===== src/rtl/scarf_pkg.sv =====
// Shared definitions for the SCARF SPI-to-BRAM bridge: FSM state encoding
// and the default bus address of the bridge.
package scarf_pkg;

   typedef enum logic [2:0] {
      ST_IDLE  = 3'd0,
      ST_ADDR  = 3'd1,
      ST_WDATA = 3'd2,
      ST_RDATA = 3'd3,
      ST_SKIP  = 3'd4
   } state_e;

   localparam logic [6:0] DEFAULT_SLAVE_ID = 7'h01;

endpackage : scarf_pkg


===== src/rtl/scarf_bram_ctrl.sv =====
// SPI-slave to single-port BRAM bridge. The SPI front end hands over one
// byte per data_in_valid strobe; the first byte of a selected transaction
// is the RAM address, later bytes are written (write cycles) or only
// advance the address (read cycles). The RAM itself sits beside this block.
//
//   state  | meaning
//   -------+-----------------------------------------------------------
//   IDLE   | chip select inactive, waiting for a new transaction
//   ADDR   | chip select active, waiting for the address byte
//   WDATA  | each byte is written at ram_addr, then ram_addr advances
//   RDATA  | each byte advances ram_addr; read_data_out follows the RAM
//   SKIP   | transaction addressed to another slave, ignore until finish
module scarf_bram_ctrl
   import scarf_pkg::*;
#(
   parameter logic [6:0]  SLAVE_ID = DEFAULT_SLAVE_ID,
   parameter int unsigned ADDR_W   = 8
) (
   input  logic              clk,
   input  logic              rst_n_sync,
   input  logic [7:0]        data_in,
   input  logic              data_in_valid,
   input  logic              data_in_finished,
   input  logic [6:0]        slave_id_in,
   input  logic              rnw_in,
   output logic [7:0]        read_data_out,
   output logic [ADDR_W-1:0] ram_addr,
   output logic [7:0]        ram_wdata,
   output logic              ram_we,
   input  logic [7:0]        ram_rdata
);

   state_e            state_q, state_d;
   logic [ADDR_W-1:0] addr_q;
   logic [7:0]        wdata_q;
   logic              we_q;
   logic [7:0]        rdata_q;
   logic              id_hit;
   logic [ADDR_W-1:0] byte_addr;

   assign id_hit    = (slave_id_in == SLAVE_ID);
   assign byte_addr = ADDR_W'(data_in);

   // Next-state decode; end of chip select wins over everything else.
   always_comb begin
      state_d = state_q;
      case (state_q)
         ST_IDLE: state_d = ST_ADDR;
         ST_ADDR: begin
            if (data_in_valid) begin
               if (!id_hit) begin
                  state_d = ST_SKIP;
               end else if (rnw_in) begin
                  state_d = ST_RDATA;
               end else begin
                  state_d = ST_WDATA;
               end
            end
         end
         default: state_d = state_q;
      endcase
      if (data_in_finished) begin
         state_d = ST_IDLE;
      end
   end

   // State register and all registered outputs. The write-enable pulse
   // itself triggers the post-write address increment one clock later, so a
   // byte accepted together with the end of chip select still completes.
   // read_data_out is gated by the next state so it is zero in exactly the
   // cycles the FSM is outside RDATA.
   always_ff @(posedge clk) begin
      if (!rst_n_sync) begin
         state_q <= ST_IDLE;
         addr_q  <= '0;
         wdata_q <= 8'h00;
         we_q    <= 1'b0;
         rdata_q <= 8'h00;
      end else begin
         state_q <= state_d;
         we_q    <= 1'b0;
         rdata_q <= (state_d == ST_RDATA) ? ram_rdata : 8'h00;
         if (we_q) begin
            addr_q <= addr_q + ADDR_W'(1);
         end
         case (state_q)
            ST_ADDR: begin
               if (data_in_valid && id_hit) begin
                  addr_q <= byte_addr;
               end
            end
            ST_WDATA: begin
               if (data_in_valid) begin
                  wdata_q <= data_in;
                  we_q    <= 1'b1;
               end
            end
            ST_RDATA: begin
               if (data_in_valid) begin
                  addr_q <= addr_q + ADDR_W'(1);
               end
            end
            default: ;
         endcase
      end
   end

   assign ram_addr      = addr_q;
   assign ram_wdata     = wdata_q;
   assign ram_we        = we_q;
   assign read_data_out = rdata_q;

endmodule : scarf_bram_ctrl


===== config.mk =====
export PLATFORM = sky130hd
export DESIGN_NAME = scarf_bram_ctrl
export DESIGN_NICKNAME = d
export VERILOG_FILES = /design/src/rtl/scarf_pkg.sv /design/src/rtl/scarf_bram_ctrl.sv
export SDC_FILE = /design/constraint.sdc
export NUM_CORES = 1
export LEC_CHECK = 0
export BUFFER_PORTS_ARGS = -buffer_cell sky130_fd_sc_hd__buf_2
export CELL_PAD_IN_SITES_DETAIL_PLACEMENT = 1
export CELL_PAD_IN_SITES_GLOBAL_PLACEMENT = 1
export CORE_MARGIN = 5
export CORE_UTILIZATION = 37
export DETAILED_ROUTE_END_ITERATION = 10
export HOLD_SLACK_MARGIN = 0.02
export PLACE_DENSITY = 0.9
export SLEW_MARGIN = 20
export SYNTH_ARGS = -nofsm -noshare
export SYNTH_HDL_FRONTEND = slang
export SYNTH_SLANG_ARGS = --single-unit

===== constraint.sdc =====
create_clock -name clk -period 4.55 [get_ports clk]
set_input_delay 0.91 -clock clk [delete_from_list [all_inputs] [get_ports clk]]
set_output_delay 0.91 -clock clk [all_outputs]
set_load 0.1 [all_outputs]

==> results.md, run 1 <==
- Status: finished clean
- Ports: 53
- Die ar.: 5210 sq um
- Antenna viol nets, final: 0
- Buffer depth of the longest clock path: 2
- Hold path cells: 2
- RR Endpoint: ram_addr[7]
- RSZ-0062 raised after global routing: false
- Net count after synthesis: 198
- Number of flops mapped to enable cells by yosys: 0
- Post_cts resized: 0
- Hold_sp: ram_wdata[0]
- DR vias/cell: 5.60
- Hold buffers post-CTS: 0
- Gate Count Post-Synth: 169
- Slowest CP cell: dfxtp_1
- CTS Root Cell: clkbuf_8
- Crit path cell chain: buf_2
- Die height: 72.2 um
- FF-to-FF setup slack: 2.58 ns
- Worst VDD drop: 0.000184 V
- Hold EP: ram_wdata[0]
- DRC Markers: 0
- Final Max Tran Viols: 0
- Top cells by area, synth: dfxtp_1, nand2_1, a21oi_1, and2_1, clkbuf_1
- CTS tree: yes
- Global route overflow: 0
- Vias in the first global route: 1,467
- Final net count: 242
- FF+latch count, synth: 28
- R2R cell count: 4
- Post-Route WL: 4100 um
- Max Cap Viol: 0
- Power per cell area: 272 nW/um^2
- Worst flop-to-flop path startpoint: state_q[1]
- Total placed cells including tap cells: 256
- Switching pwr: 104 uW
- Largest net degree at the start of global routing: 19
- Worst-margin pin slew: 0.836 ns
- Slew headroom: 0.438
- Clock power share: 0.412
- Fin Setup TNS: 0 ns
- Std cell rows: 22
- Largest stage delay, worst path: 0.74 ns
- DR WL/cell: 15.8 um
- Num CTS Buffers: 3
- Leakage: 0.000709 uW
- Via count: 1,455
- Power Internal: 378 uW
- GPL Wtd Cong: 0.745
- CP top delay family: flip-flops
- Port Buffers: 52
- Synthesis warning total: 0
- Area leader, netlist: dfxtp_1
- Register area share after synthesis: 0.392
- Setup violators final: 0
- DR pass1 iterations: 4
- CP Data Required Time: 3.64 ns
- Post-layout util: 0.476
- Clk_skew: 0.00178 ns
- Hold Path Class: reg -> reg
- First-pass GRT wire length: 6770 um
- Final hold violations: 0
- Initial cell density of the core: 0.385
- Detail Placement HPWL: 3130 um
- Critical path class: reg -> out
- Crit share post-route: 0.543
- DR iter-0 viols: 70
- FMAX: 0.405 GHz
- Post-synth top area share: 0.392
- Synth cell types: 45
- Ys async rst share: 0
- Area Overhead vs Synth: 23.6%
- Global Route Usage Sum: 0.161
- Sw Ratio: 0.216
- Seq pwr share: 0.519
- WP data arrival: 1.56 ns
- CP endpoint kind: output pin
- Die X: 72.2 um
- Htree depth: 1
- Sink Count: 28
- Critical path buffers and inverters: 1
- Most frequent cells in the layout: buf_2, dfxtp_1, nand2_1
- Post-Layout Cell Count: 260
- Share of cells above drive strength 1: 0.288
- Antenna cell count: 0
- CP Launch Type: register
- Initial antenna violation count: 0
- Mapped cell area: 1430 sq um
- Syn avg cell area: 8.47 sq um
- Clk_lat worst skew: 0.28 ns
- Min Hold Slack: 0.462 ns
- Most common cell after layout, fill and taps aside: buf_2
- Tmin final: 2.47 ns
- Logic pwr share: 0.069
- Clock transition at path regs: 0.10 ns
- Core footprint: 3720 sq um
- Max FO, Critical Path: 18
- Post-CTS Setup Inserts: 0
- Dominant synthesized flop cell: dfxtp_1
==> cell families (layout without fill, tap and decap cells) <==
logic type	count (synthesis)	count (layout)	synth area share
AOI/OAI and AO/OA	47	47	0.228
adders and majority gates	1	1	0.00874
DFF	28	28	0.392
buffers and inverters	15	58	0.0428
and+or+nand+nor	73	73	0.298
xor gates and xnor gates	5	5	0.0306
==> per-layer routing <==
layer,part of all wire,global-route usage
met1,0.43,0.199
met2,0.50,0.284
met3,0.068,0.0429
met4,0.0034,0.0230
met5,0,0
==> cell usage after synthesis, types with 2 or more instances <==
master,n
xor2_1,3
and2_1,8
o21a_1,2
nand4_1,3
nor2_1,4
inv_1,2
nand2_1,25
nor4_1,3
and3b_1,2
or3_1,4
dfxtp_1,28
o211a_1,2
nand2b_1,3
a22oi_1,2
buf_2,4
nor3_1,3
a31oi_1,5
xnor2_1,2
o2111ai_1,2
a21oi_1,17
nand3b_1,3
o31a_1,2
nand3_1,5
a211oi_1,3
o21ai_0,4
clkbuf_1,9
==> worst max-delay path by stage <==
stage,from,to,slack [ns],depth (start not counted)
floorplan,ram_addr[2],ram_addr[5],2.31,5
global placement,slave_id_in[2],read_data_out[3],2.10,5
detailed placement,slave_id_in[2],read_data_out[6],2.04,5
CTS,ram_we,ram_we,2.08,1
global route,ram_we,ram_we,2.00,1
finish,ram_we,ram_we,2.08,1
==> registers in the layout, indices dropped and copies added (netlist names) <==
| name | flops |
|---|---|
| state_q | 3 |
| read_data_out | 8 |
| ram_we | 1 |
| ram_wdata | 8 |
| ram_addr | 8 |
==> through the flow <==
stage / power [uW] / cell area [sq um] / setup WS, ns
5_1_grt: 501 / 1770 / 2.00
4_1_cts: 489 / 1770 / 2.08
3_3_place_gp: 288 / 1700 / 2.10
3_5_place_dp: 289 / 1700 / 2.04
2_1_floorplan: 271 / 1430 / 2.31
6_report: 482 / 1770 / 2.08
==> power by group through the flow <==
stage	clock (uW)	sequential, uW	combinational (uW)
after global placement	0	255	32.7
after floorplan	0	256	14.4
after detailed placement	0	256	33.5
after global routing	214	250	36.5
after CTS	206	250	33.7
final	199	250	33.3
==> final cells by class <==
cell class                 instances  area, sq um
timing repair buffer              52          260
sequential                        28          561
clock inverter                     1         30.0
fill                             483         1950
multi-input combinational        126          810
inverter                           2         7.51
tap                               48         60.1
clock buffer                       3         41.3
No activity file was read; power rests on OpenSTA's default activity.
==> run 2: changes to the inputs <==
CORE_UTILIZATION = 31   (was 37)
PLACE_DENSITY = 0.81   (was 0.9)
clock period = 2.22 ns   (was 4.55 ns; I/O delays follow)
==> run 2 against run 1 <==
Compared with the run above: clock-buffer cell count is the same; wire length down 0.41%; global-route usage fell by 2.5 points; first-iteration DRC count increased by 5.7%; sequential share of layout area is essentially flat; critical endpoint unchanged.
==> results.md, run 2 (synthesized netlist as in run 1, its figures left out) <==
- DRC Markers: 0 (unchanged)
- Num CTS Buffers: 3 (unchanged)
- Sink Count: 28 (unchanged)
- Final net count: 246 (+1.7%)
- Clk_lat worst skew: 0.27 ns (about the same)
- Setup ws final: 0.220 ns (-1.86 ns)
- Post_cts resized: 0 (unchanged)
- DR vias/cell: 5.38 (-3.8%)
- Ports: 53 (unchanged)
- CP Data Required Time: 1.78 ns (-1.86 ns)
- Via count: 1,437 (-1.2%)
- Global Route Usage Sum: 0.136 (-0.0250)
- Critical path class: reg -> out
- Global route overflow: 0 (unchanged)
- WP data arrival: 1.56 ns (about the same)
- Port Buffers: 52 (unchanged)
- Initial cell density of the core: 0.324 (-0.0609)
- Fin Setup TNS: 0 ns (unchanged)
- Final hold violations: 0 (unchanged)
- Buffer depth of the longest clock path: 2 (unchanged)
- GPL Wtd Cong: 0.752 (+0.93%)
- Clk_skew: 0.00631 ns (+0.00453 ns)
- Most common cell after layout, fill and taps aside: buf_2
- CP Launch Type: register
- DR iter-0 viols: 74 (+5.7%)
- Post-CTS Setup Inserts: 0 (unchanged)
- Max FO, Critical Path: 18 (unchanged)
- CTS Root Cell: clkbuf_8
- Hold Path Class: in -> reg
- Leakage: 0.000718 uW (+1.2%)
- Crit path cell chain: buf_2
- Min Hold Slack: 0.365 ns (-0.0966 ns)
- Clock transition at path regs: 0.10 ns (about the same)
- DR pass1 iterations: 4 (unchanged)
- Die X: 78.0 um (+8.0%)
- Tmin final: 2.00 ns
- Initial antenna violation count: 0 (unchanged)
- Post-Route WL: 4080 um (-0.41%)
- Max Cap Viol: 0 (unchanged)
- Largest net degree at the start of global routing: 19 (unchanged)
- Share of cells above drive strength 1: 0.307 (+0.0192)
- RSZ-0062 raised after global routing: false
- Antenna cell count: 0 (unchanged)
- Most frequent cells in the layout: buf_2, dfxtp_1, nand2_1
- Std cell rows: 24 (+9.1%)
- CP top delay family: flip-flops
- Seq pwr share: 0.595 (+0.076)
- Switching pwr: 204 uW (+96%)
- Area Overhead vs Synth: 24.1%
- Die ar.: 6080 sq um (+17%)
- Crit share post-route: 0.901
- Final Max Tran Viols: 0 (unchanged)
- Worst-margin pin slew: 0.630 ns (-0.206 ns)
- Htree depth: 1 (unchanged)
- Logic pwr share: 0.081 (+0.012)
- Hold buffers post-CTS: 0 (unchanged)
- DP Worst Slack: 0.276 ns (-1.77 ns)
- Slowest CP cell: dfxtp_1
- Critical path buffers and inverters: 1 (unchanged)
- Die height: 78.0 um (+8.0%)
- Slew headroom: 0.580 (+0.141)
- Vias in the first global route: 1,491 (+1.6%)
- Setup violators final: 0 (unchanged)
- Status: finished clean
- DR WL/cell: 15.3 um (-3.0%)
- Largest stage delay, worst path: 0.74 ns (about the same)
- Detail Placement HPWL: 3160 um (+0.82%)
- Worst VDD drop: 0.000337 V (+84%)
- Core footprint: 4410 sq um (+19%)
- FMAX: 0.500 GHz
- Power Internal: 656 uW (+74%)
- Fillers: 553 (+14%)
- CP endpoint kind: output pin
- First-pass GRT wire length: 6880 um (+1.6%)
- Antenna viol nets, final: 0 (unchanged)
- Clock power share: 0.324 (-0.088)
- Power per cell area: 484 nW/um^2 (+78%)
- Sw Ratio: 0.238 (+0.0215)
- CTS tree: yes
-- run 2: cell types whose count changed in the layout (fill, tap and decap cells not counted) --
| cell | change |
|---|---|
| bufinv_16 | -1 |
| dfxtp_2 | +2 |
| buf_4 | +4 |
| dfxtp_1 | -2 |
-- run 2: routing by layer --
| layer | part of all wire | global-route usage |
|---|---|---|
| met5 | 0 | 0 |
| met4 | 0.011 | 0.0253 |
| met3 | 0.083 | 0.0567 |
| met2 | 0.48 | 0.228 |
| met1 | 0.42 | 0.164 |
-- run 2: power groups by stage --
stage / registers, uW / logic [uW] / clock network (uW)
final: 512 / 69.4 / 279
after global placement: 524 / 69.3 / 0
after floorplan: 525 / 29.6 / 0
after CTS: 512 / 70.6 / 289
after detailed placement: 524 / 70.4 / 0
after global routing: 514 / 76.5 / 303
-- run 2: worst paths after layout --
| kind | to | slack (ns) | cells after the start | from |
|---|---|---|---|---|
| max | ram_we | 0.22 | 1 | ram_we |
| min | read_data_out[1] | 0.37 | 2 | ram_rdata[1] |
| min reg2reg | ram_wdata[4] | 0.46 | 2 | ram_wdata[4] |
| max reg2reg | ram_addr[7] | 0.39 | 4 | state_q[1] |
-- run 2: final cells by class --
cell class                      instances  area, sq um  share of cell area
Multi-Input combinational cell        126          810               0.456
Tap cell                               52         65.1              0.0366
Clock buffer                            3         41.3              0.0232
Timing Repair Buffer                   56          290               0.163
Inverter                                2         7.51             0.00423
Sequential cell                        28          563               0.317
-- run 2: metrics by stage --
step | power [uW] | instance area [sq um] | util | instances
floorplan | 555 | 1430 | - | 169
global placement | 593 | 1740 | 0.393 | 264
detailed placement | 594 | 1740 | 0.393 | 264
CTS | 872 | 1780 | 0.402 | 267
global route | 893 | 1780 | 0.402 | 267
finish | 860 | 1780 | 0.402 | 267
